File: config.mk
export PLATFORM = sky130hd
export DESIGN_NAME = regfile_wb_arbiter_flat
export DESIGN_NICKNAME = d
export VERILOG_FILES = /design/src/rtl/regfile_wb_arbiter_if.sv /design/src/rtl/regfile_wb_arbiter.sv /design/src/flat_wrapper.sv
export SDC_FILE = /design/constraint.sdc
export NUM_CORES = 1
export LEC_CHECK = 0
export ABC_CLOCK_PERIOD_IN_PS = 3700
export CORE_ASPECT_RATIO = 0.9
export CORE_UTILIZATION = 42
export DETAILED_ROUTE_END_ITERATION = 8
export PLACE_DENSITY = 0.95
export SLEW_MARGIN = 20
export SYNTH_ARGS = -nofsm -noshare
export SYNTH_HDL_FRONTEND = slang
export SYNTH_SLANG_ARGS = --single-unit
File: constraint.sdc
create_clock -name clk -period 3.7 [get_ports clk]
set_clock_uncertainty 0.2 [all_clocks]
set_input_delay 0.74 -clock clk [delete_from_list [all_inputs] [get_ports clk]]
set_output_delay 0.74 -clock clk [all_outputs]
set_load 0.005 [all_outputs]
File: src/rtl/regfile_wb_arbiter_if.sv
// Writeback port bundle for regfile_wb_arbiter.
// Groups the two requester handshakes, hold, the register-file write port,
// the decode hazard query and the conflict counter.
// The requester side drives through the master modport.
// The arbiter connects through the slave modport.
interface regfile_wb_arbiter_if #(
  parameter int ADDR_W = 5,
  parameter int DATA_W = 32,
  parameter int CNT_W  = 16
) ();
  logic              a_valid;
  logic [ADDR_W-1:0] a_addr;
  logic [DATA_W-1:0] a_data;
  logic              a_ready;
  logic              b_valid;
  logic [ADDR_W-1:0] b_addr;
  logic [DATA_W-1:0] b_data;
  logic              b_ready;
  logic              hold;
  logic              wr_en;
  logic [ADDR_W-1:0] wr_addr;
  logic [DATA_W-1:0] wr_data;
  logic [ADDR_W-1:0] q_addr;
  logic              q_busy;
  logic [CNT_W-1:0]  conflict_cnt;

  modport master (
    output a_valid, a_addr, a_data, b_valid, b_addr, b_data, hold, q_addr,
    input  a_ready, b_ready, wr_en, wr_addr, wr_data, q_busy, conflict_cnt
  );

  modport slave (
    input  a_valid, a_addr, a_data, b_valid, b_addr, b_data, hold, q_addr,
    output a_ready, b_ready, wr_en, wr_addr, wr_data, q_busy, conflict_cnt
  );
endinterface

File: src/rtl/regfile_wb_arbiter.sv
// Round-robin arbiter for the single register-file write port.
// Requester A is the ALU result and requester B is the load result.
// An accepted request is written to the register file one cycle later, through a registered write stage.
//
// Optional feature: ZERO_REG_PROTECT_EN.
// When it is defined, an accepted write to r0 completes its handshake but is never issued.
//
// rr_ptr state | meaning
// RR_A         | A wins the next contention cycle
// RR_B         | B wins the next contention cycle
module regfile_wb_arbiter #(
  parameter int ADDR_W = 5,
  parameter int DATA_W = 32,
  parameter int CNT_W  = 16
) (
  input  logic                clk,
  input  logic                rst_n,
  regfile_wb_arbiter_if.slave bus
);

  typedef enum logic {
    RR_A = 1'b0,
    RR_B = 1'b1
  } rr_e;

  rr_e               rr_ptr_q, rr_ptr_d;
  logic              wr_en_q, wr_en_d;
  logic [ADDR_W-1:0] wr_addr_q, wr_addr_d;
  logic [DATA_W-1:0] wr_data_q, wr_data_d;
  logic [CNT_W-1:0]  conflict_cnt_q, conflict_cnt_d;

  logic              grant_a, grant_b, accept, wr_issue, contend;
  logic [ADDR_W-1:0] acc_addr;
  logic [DATA_W-1:0] acc_data;

  // Grant decision. Ready is gated by reset so that nothing is accepted while in reset.
  always_comb begin
    contend  = bus.a_valid && bus.b_valid && !bus.hold;
    grant_a  = rst_n && !bus.hold && bus.a_valid && (!bus.b_valid || rr_ptr_q == RR_A);
    grant_b  = rst_n && !bus.hold && bus.b_valid && (!bus.a_valid || rr_ptr_q == RR_B);
    accept   = grant_a || grant_b;
    acc_addr = grant_b ? bus.b_addr : bus.a_addr;
    acc_data = grant_b ? bus.b_data : bus.a_data;
`ifdef ZERO_REG_PROTECT_EN
    wr_issue = accept && (acc_addr != '0);
`else
    wr_issue = accept;
`endif
  end

  // Next state: the pointer moves to the loser, the write stage captures only issued writes,
  // and the counter saturates.
  always_comb begin
    rr_ptr_d       = rr_ptr_q;
    wr_en_d        = wr_issue;
    wr_addr_d      = wr_addr_q;
    wr_data_d      = wr_data_q;
    conflict_cnt_d = conflict_cnt_q;
    if (grant_a) begin
      rr_ptr_d = RR_B;
    end else if (grant_b) begin
      rr_ptr_d = RR_A;
    end
    if (wr_issue) begin
      wr_addr_d = acc_addr;
      wr_data_d = acc_data;
    end
    if (contend && (conflict_cnt_q != '1)) begin
      conflict_cnt_d = conflict_cnt_q + CNT_W'(1);
    end
  end

  // All arbiter state, cleared asynchronously so an in-flight write is dropped at once.
  always_ff @(posedge clk or negedge rst_n) begin
    if (!rst_n) begin
      rr_ptr_q       <= RR_A;
      wr_en_q        <= 1'b0;
      wr_addr_q      <= '0;
      wr_data_q      <= '0;
      conflict_cnt_q <= '0;
    end else begin
      rr_ptr_q       <= rr_ptr_d;
      wr_en_q        <= wr_en_d;
      wr_addr_q      <= wr_addr_d;
      wr_data_q      <= wr_data_d;
      conflict_cnt_q <= conflict_cnt_d;
    end
  end

  // Outputs. q_busy looks only at the registered write stage, never at the requesters.
  always_comb begin
    bus.a_ready      = grant_a;
    bus.b_ready      = grant_b;
    bus.wr_en        = wr_en_q;
    bus.wr_addr      = wr_addr_q;
    bus.wr_data      = wr_data_q;
    bus.conflict_cnt = conflict_cnt_q;
`ifdef ZERO_REG_PROTECT_EN
    bus.q_busy       = wr_en_q && (wr_addr_q == bus.q_addr) && (bus.q_addr != '0);
`else
    bus.q_busy       = wr_en_q && (wr_addr_q == bus.q_addr);
`endif
  end

endmodule
File: src/flat_wrapper.sv
// flat-port wrapper written by rule: the top's interface ports become plain ports
module regfile_wb_arbiter_flat 
#(
  parameter int ADDR_W = 5,
  parameter int DATA_W = 32,
  parameter int CNT_W  = 16
)
  (clk, rst_n, bus_a_valid, bus_a_addr, bus_a_data, bus_b_valid, bus_b_addr, bus_b_data, bus_hold, bus_q_addr, bus_a_ready, bus_b_ready, bus_wr_en, bus_wr_addr, bus_wr_data, bus_q_busy, bus_conflict_cnt);
  regfile_wb_arbiter_if #(.ADDR_W(ADDR_W), .DATA_W(DATA_W), .CNT_W(CNT_W)) bus_i ();
  input  logic clk;
  input  logic rst_n;
  input wire logic [$bits(bus_i.a_valid)-1:0] bus_a_valid;
  input wire logic [$bits(bus_i.a_addr)-1:0] bus_a_addr;
  input wire logic [$bits(bus_i.a_data)-1:0] bus_a_data;
  input wire logic [$bits(bus_i.b_valid)-1:0] bus_b_valid;
  input wire logic [$bits(bus_i.b_addr)-1:0] bus_b_addr;
  input wire logic [$bits(bus_i.b_data)-1:0] bus_b_data;
  input wire logic [$bits(bus_i.hold)-1:0] bus_hold;
  input wire logic [$bits(bus_i.q_addr)-1:0] bus_q_addr;
  output wire logic [$bits(bus_i.a_ready)-1:0] bus_a_ready;
  output wire logic [$bits(bus_i.b_ready)-1:0] bus_b_ready;
  output wire logic [$bits(bus_i.wr_en)-1:0] bus_wr_en;
  output wire logic [$bits(bus_i.wr_addr)-1:0] bus_wr_addr;
  output wire logic [$bits(bus_i.wr_data)-1:0] bus_wr_data;
  output wire logic [$bits(bus_i.q_busy)-1:0] bus_q_busy;
  output wire logic [$bits(bus_i.conflict_cnt)-1:0] bus_conflict_cnt;
  assign bus_i.a_valid = bus_a_valid;
  assign bus_i.a_addr = bus_a_addr;
  assign bus_i.a_data = bus_a_data;
  assign bus_i.b_valid = bus_b_valid;
  assign bus_i.b_addr = bus_b_addr;
  assign bus_i.b_data = bus_b_data;
  assign bus_i.hold = bus_hold;
  assign bus_i.q_addr = bus_q_addr;
  assign bus_a_ready = bus_i.a_ready;
  assign bus_b_ready = bus_i.b_ready;
  assign bus_wr_en = bus_i.wr_en;
  assign bus_wr_addr = bus_i.wr_addr;
  assign bus_wr_data = bus_i.wr_data;
  assign bus_q_busy = bus_i.q_busy;
  assign bus_conflict_cnt = bus_i.conflict_cnt;
  regfile_wb_arbiter #(.ADDR_W(ADDR_W), .DATA_W(DATA_W), .CNT_W(CNT_W)) u_core (.clk(clk), .rst_n(rst_n), .bus(bus_i));
endmodule
### After elaboration in Yosys (flattened, before gate mapping)

Cells that the tools add are included.

* $add $sub $neg: 1
* equal/unequal tests: 2
* multiplexer cells: 4
* bitwise gates (word level): 1
* reductions and logical operators: 16

Operator list (number)
* 32-bit two-way mux: 1
* 16-bit by 1-bit adder with 16-bit output, second input constant: 1
* 16-bit inequality test, second input constant: 1
* 1-bit logical AND: 9
* 5-bit == test: 1
* 5-bit two-way mux: 1
* 1-bit zero test: 3
* 1-bit logical OR: 3
* 1-bit two-way mux: 2
* 2-bit nonzero test: 1
* 1-bit NOT: 1

* bits in registers: 55
* output and inout port bits: 57
* logic and storage cells: 29

### Logic depth before layout (Yosys ltp)

* word-level depth: 6
* depth in mapped cells: 5
* gate-level depth less buffers: 5

### Least setup slack after synthesis

No wires, ideal clock.

* path kind: input to output
* start: input rst_n
* end: output bus_b_ready
* arrival time: 1.642 ns
* data required time: 2.760 ns
* path slack: 1.118 ns
* stages: 5
* cells stage by stage: nor2b_1 -> nand3_1 -> clkbuf_1 -> clkbuf_1 -> inv_1

* longest elaborated chain between the ends: 3

RTL lines
* start: declaration: line flat_wrapper.sv:11 `input logic rst_n;`
* 1-bit logical AND (3 in series): line regfile_wb_arbiter.sv:40 `grant_b = rst_n && !bus.hold && bus.b_valid && (!bus.a_valid || rr_ptr_q == RR_B);`
* end: declaration: line flat_wrapper.sv:21 `output wire logic [$bits(bus_i.b_ready)-1:0] bus_b_ready;`

No other way between the ends.

### Worst setup path in the final report

* start: input bus_q_addr[1]
* end: output bus_q_busy

* longest elaborated chain between the ends: 2

RTL lines
* start: declaration: line flat_wrapper.sv:19 `input wire logic [$bits(bus_i.q_addr)-1:0] bus_q_addr;`
* 5-bit == test: line regfile_wb_arbiter.sv:101 `bus.q_busy = wr_en_q && (wr_addr_q == bus.q_addr);`
* 1-bit logical AND: line regfile_wb_arbiter.sv:101
* end: declaration: line flat_wrapper.sv:25 `output wire logic [$bits(bus_i.q_busy)-1:0] bus_q_busy;`

No other way between the ends.

==> summary.md <==
| Metric | Value |
|---|---|
| Static Leak | `around 2.0 nW` |
| Final min period | `between 3 and 4 ns` |
| CP startpoint kind | `input pin` |
| Via count | `roughly 2,400` |
| Grt total ovfl | `0` |
| Sink Count | `55` |
| CTS Buffer Depth | `2` |
| Final Max Slew Viols | `0` |
| I/O Pins | `141` |
| Core area | `between 6000 and 7000 um2` |
| Layout cells sized above 1 | `roughly 5.7%` |
| Worst reg2reg setup slack | `1.62 ns` |
| Worst Slack Setup Final | `0.3332 ns` |
| Die Y | `77.27 um` |
| Final Setup Violations | `0` |
| Commonest non-fill, non-tap cell in the layout | `clkdlybuf4s50_1` |
| Post-DP HPWL | `5.347 mm` |
| FF-to-FF End | `u_core.bus.conflict_cnt[1]` |
| Via/cell ratio | `between 5 and 6` |
| I/O Buffers | `140` |
| CP startpoint | `bus_q_addr[1]` |
| FMAX | `297.0 MHz` |
| Setup slack at placement | `0.2867 ns` |
| CTS tree | `yes` |
| Worst rel slew slack | `52.08%` |
| Latest clock arrival within the worst-skew pair | `roughly 0.3 ns` |
| Post-Syn Area per Cell | `roughly 11 um2` |
| ANT cells | `0` |
| Syn Std Cell Area | `about 2600 um2` |
| #FFs+latches synth | `55` |
| Htree depth | `2` |
| Setup crit end kind | `primary output` |
| CP Data Arrival Time | `roughly 2.4 ns` |
| Cts bufs inserted | `5` |
| Data required time at the worst endpoint | `2.76 ns` |
| Syn Inst Count | `about 250` |
| Post-CTS Hold Buffers | `0` |
| CP max FO | `1` |
| Initial Util | `between 40% and 50%` |
| TNS Setup | `0 ns` |
| Initial antenna violation count | `0` |
| Cell row count | `27` |
| Global-route wire length before repair | `approximately 12 mm` |
| Worst vdd ir | `between 0.2 and 0.3 mV` |
| Power density relative to cell area | `about 440 nW/um2` |
| Most frequent cells in the layout | `clkdlybuf4s50_1, dfrtp_1, mux2i_1, nor2_1, a21oi_1` |
| Post-Synthesis Net Count | `around 330` |
| CTS resizes | `0` |
| Yosys cell types | `33` |
| Critical path type | `input pin to primary output` |
| Part of the Yosys area used for sequential elements | `a little over half` |
| Synthesis-to-layout area growth | `59.35%` |
| RSZ-0062 raised after global routing | `false` |
| Setup Buffers After CTS | `0` |
| Hold Crit Class | `flip-flop to flip-flop` |
| DRC violations left | `0` |
| Fill count | `476` |
| 1st-iter DRT viols | `72` |
| Chip width | `between 80 and 90 um` |
| Tcrit/Tclk final | `roughly nine tenths` |
| CP Capture Point | `bus_q_busy` |
| Total Wirelength | `7.149 mm` |
| Least-Margin Pin Slew | `slightly above 0.7 ns` |
| Die area | `around 6600 um2` |
| Final Hold Vio Count | `0` |
| Ys Warns | `0` |
| Worst r2r path cells | `5` |
| Reg2reg start | `u_core.bus.conflict_cnt[0]` |
| Status | `finished clean` |
| Final nets | `roughly 470` |
| Max Cap Violations | `0` |
| Gr usage total | `~22%` |
| ANT nets after route | `0` |
| Largest net degree at the start of global routing | `77` |
| Clock Pin Slew Worst Setup and Hold Paths | `0.09 ns` |
| Routability Congestion | `just under 0.8` |
| CTS Root Cell | `clkbuf_8` |
| Vias in the first global route | `~2,400` |
| DRT Pass-1 Iters | `4` |
| Avg WL per Cell | `about 16 um` |
[layer usage]
| layer | global-route usage, % | up-vias | share of wire (%) | routed length (um) |
|---|---|---|---|---|
| met5 | 0 | - | 0 | 0 |
| met3 | 4.844 | 16 | 6.0 | 431 |
| met4 | 9.000 | 0 | 2.9 | 210 |
| met2 | 39.04 | 96 | 51 | 3663 |
| li1 | - | 1150 | - | - |
| met1 | 26.06 | 1146 | 40 | 2844 |
[cells by family (layout without fill, tap and decap cells)]
kind of cell | Yosys count | count (layout) | synth area share, %
AND/OR/NAND/NOR | 79 | 79 | 16.09
AO/OA/AOI/OAI | 43 | 43 | 8.613
adder cells (fa/ha/maj) | 1 | 1 | 0.4732
buffers and inverters | 16 | 155 | 2.461
multiplexers | 39 | 39 | 15.00
flip-flops | 55 | 55 | 52.06
XOR/XNOR | 16 | 16 | 5.300
[area by class of cell]
cell class	count	area, um2	area share, %
repair buffers	143	1419	33.68
flip-flops and latches	55	1376	32.67
multi-input cells	178	1212	28.78
clock buffers	8	100.1	2.376
well taps	72	90.09	2.138
inverters	4	15.01	0.3564
[sequential cells by signal, summed over array words and instances (netlist names)]
name and flops:
u_core.bus.conflict_cnt 16, u_core.bus.wr_en 1, u_core.bus.wr_addr 5, u_core.rr_ptr_q 1
u_core.bus.wr_data 32
[per-stage QoR]
stage / util (%) / power, mW / cell area, um2 / cells / hold slack (ns)
4_1_cts: 69.28 / 1.891 / 4213 / 460 / 0.3331
5_1_grt: 69.28 / 1.988 / 4213 / 460 / 0.3466
6_report: 69.28 / 1.869 / 4213 / 460 / 0.3368
3_5_place_dp: 67.63 / 1.529 / 4113 / 452 / 0.3158
2_1_floorplan: - / 1.082 / 2644 / 249 / 0.2444
3_3_place_gp: 67.63 / 1.498 / 4113 / 452 / 0.3057
[synthesized netlist by cell type]
master    instances  share of area (%)
nand3_1           6                1.1
nor3b_1           1               0.28
xnor2_1           6                2.0
o211ai_1          1               0.28
and3_1            4               0.95
mux2_2            1               0.43
ha_1              1               0.47
nor3_1            3               0.57
nand2_1           7               0.99
nand4_4           1               0.80
nand3_2           1               0.38
o21a_1            2               0.57
nor2_1           37                5.3
inv_1             4               0.57
buf_2             4               0.76
nand4_1           6                1.4
nor2_2            1               0.24
nor4_4            1               0.80
dfrtp_1          55                 52
a31oi_1           1               0.24
clkbuf_1          8                1.1
a41oi_1           1               0.33
nand3b_2          1               0.43
a21oi_1          37                7.0
xor2_1           10                3.3
nor2b_1           2               0.47
mux2_4            1               0.57
nor4_1            4               0.95
nor4_2            2               0.95
or3_1             1               0.24
o21ai_0           1               0.19
mux2i_1          37                 14
nand2b_1          1               0.24
[where the power goes]
group / internal [mW] / switching [mW] / leakage [nW] / total [mW]
combinational: 0.432 / 0.214 / 1.27 / 0.647
sequential: 0.741 / 0.124 / 0.650 / 0.865
clock: 0.171 / 0.187 / 0.0515 / 0.358
total: 1.34 / 0.525 / 1.97 / 1.87
[worst min-delay path by stage]
stage	slack [ns]	start	cells past startpoint	to
2_1_floorplan	0.24	rst_n	0	u_core.bus.conflict_cnt[0]
3_3_place_gp	0.31	u_core.rr_ptr_q	2	u_core.rr_ptr_q
3_5_place_dp	0.32	u_core.bus.conflict_cnt[15]	1	u_core.bus.conflict_cnt[15]
4_1_cts	0.33	u_core.bus.conflict_cnt[15]	1	u_core.bus.conflict_cnt[15]
5_1_grt	0.35	u_core.bus.conflict_cnt[15]	1	u_core.bus.conflict_cnt[15]
6_report	0.34	u_core.bus.conflict_cnt[15]	1	u_core.bus.conflict_cnt[15]
[critical path: stages]
cell	delay, ns
clkdlybuf4s50_1	0.43
xor2_1	0.17
nor4_1	0.38
and3_1	0.22
clkdlybuf4s50_1	0.49
(Power assumes the default switching activity.)
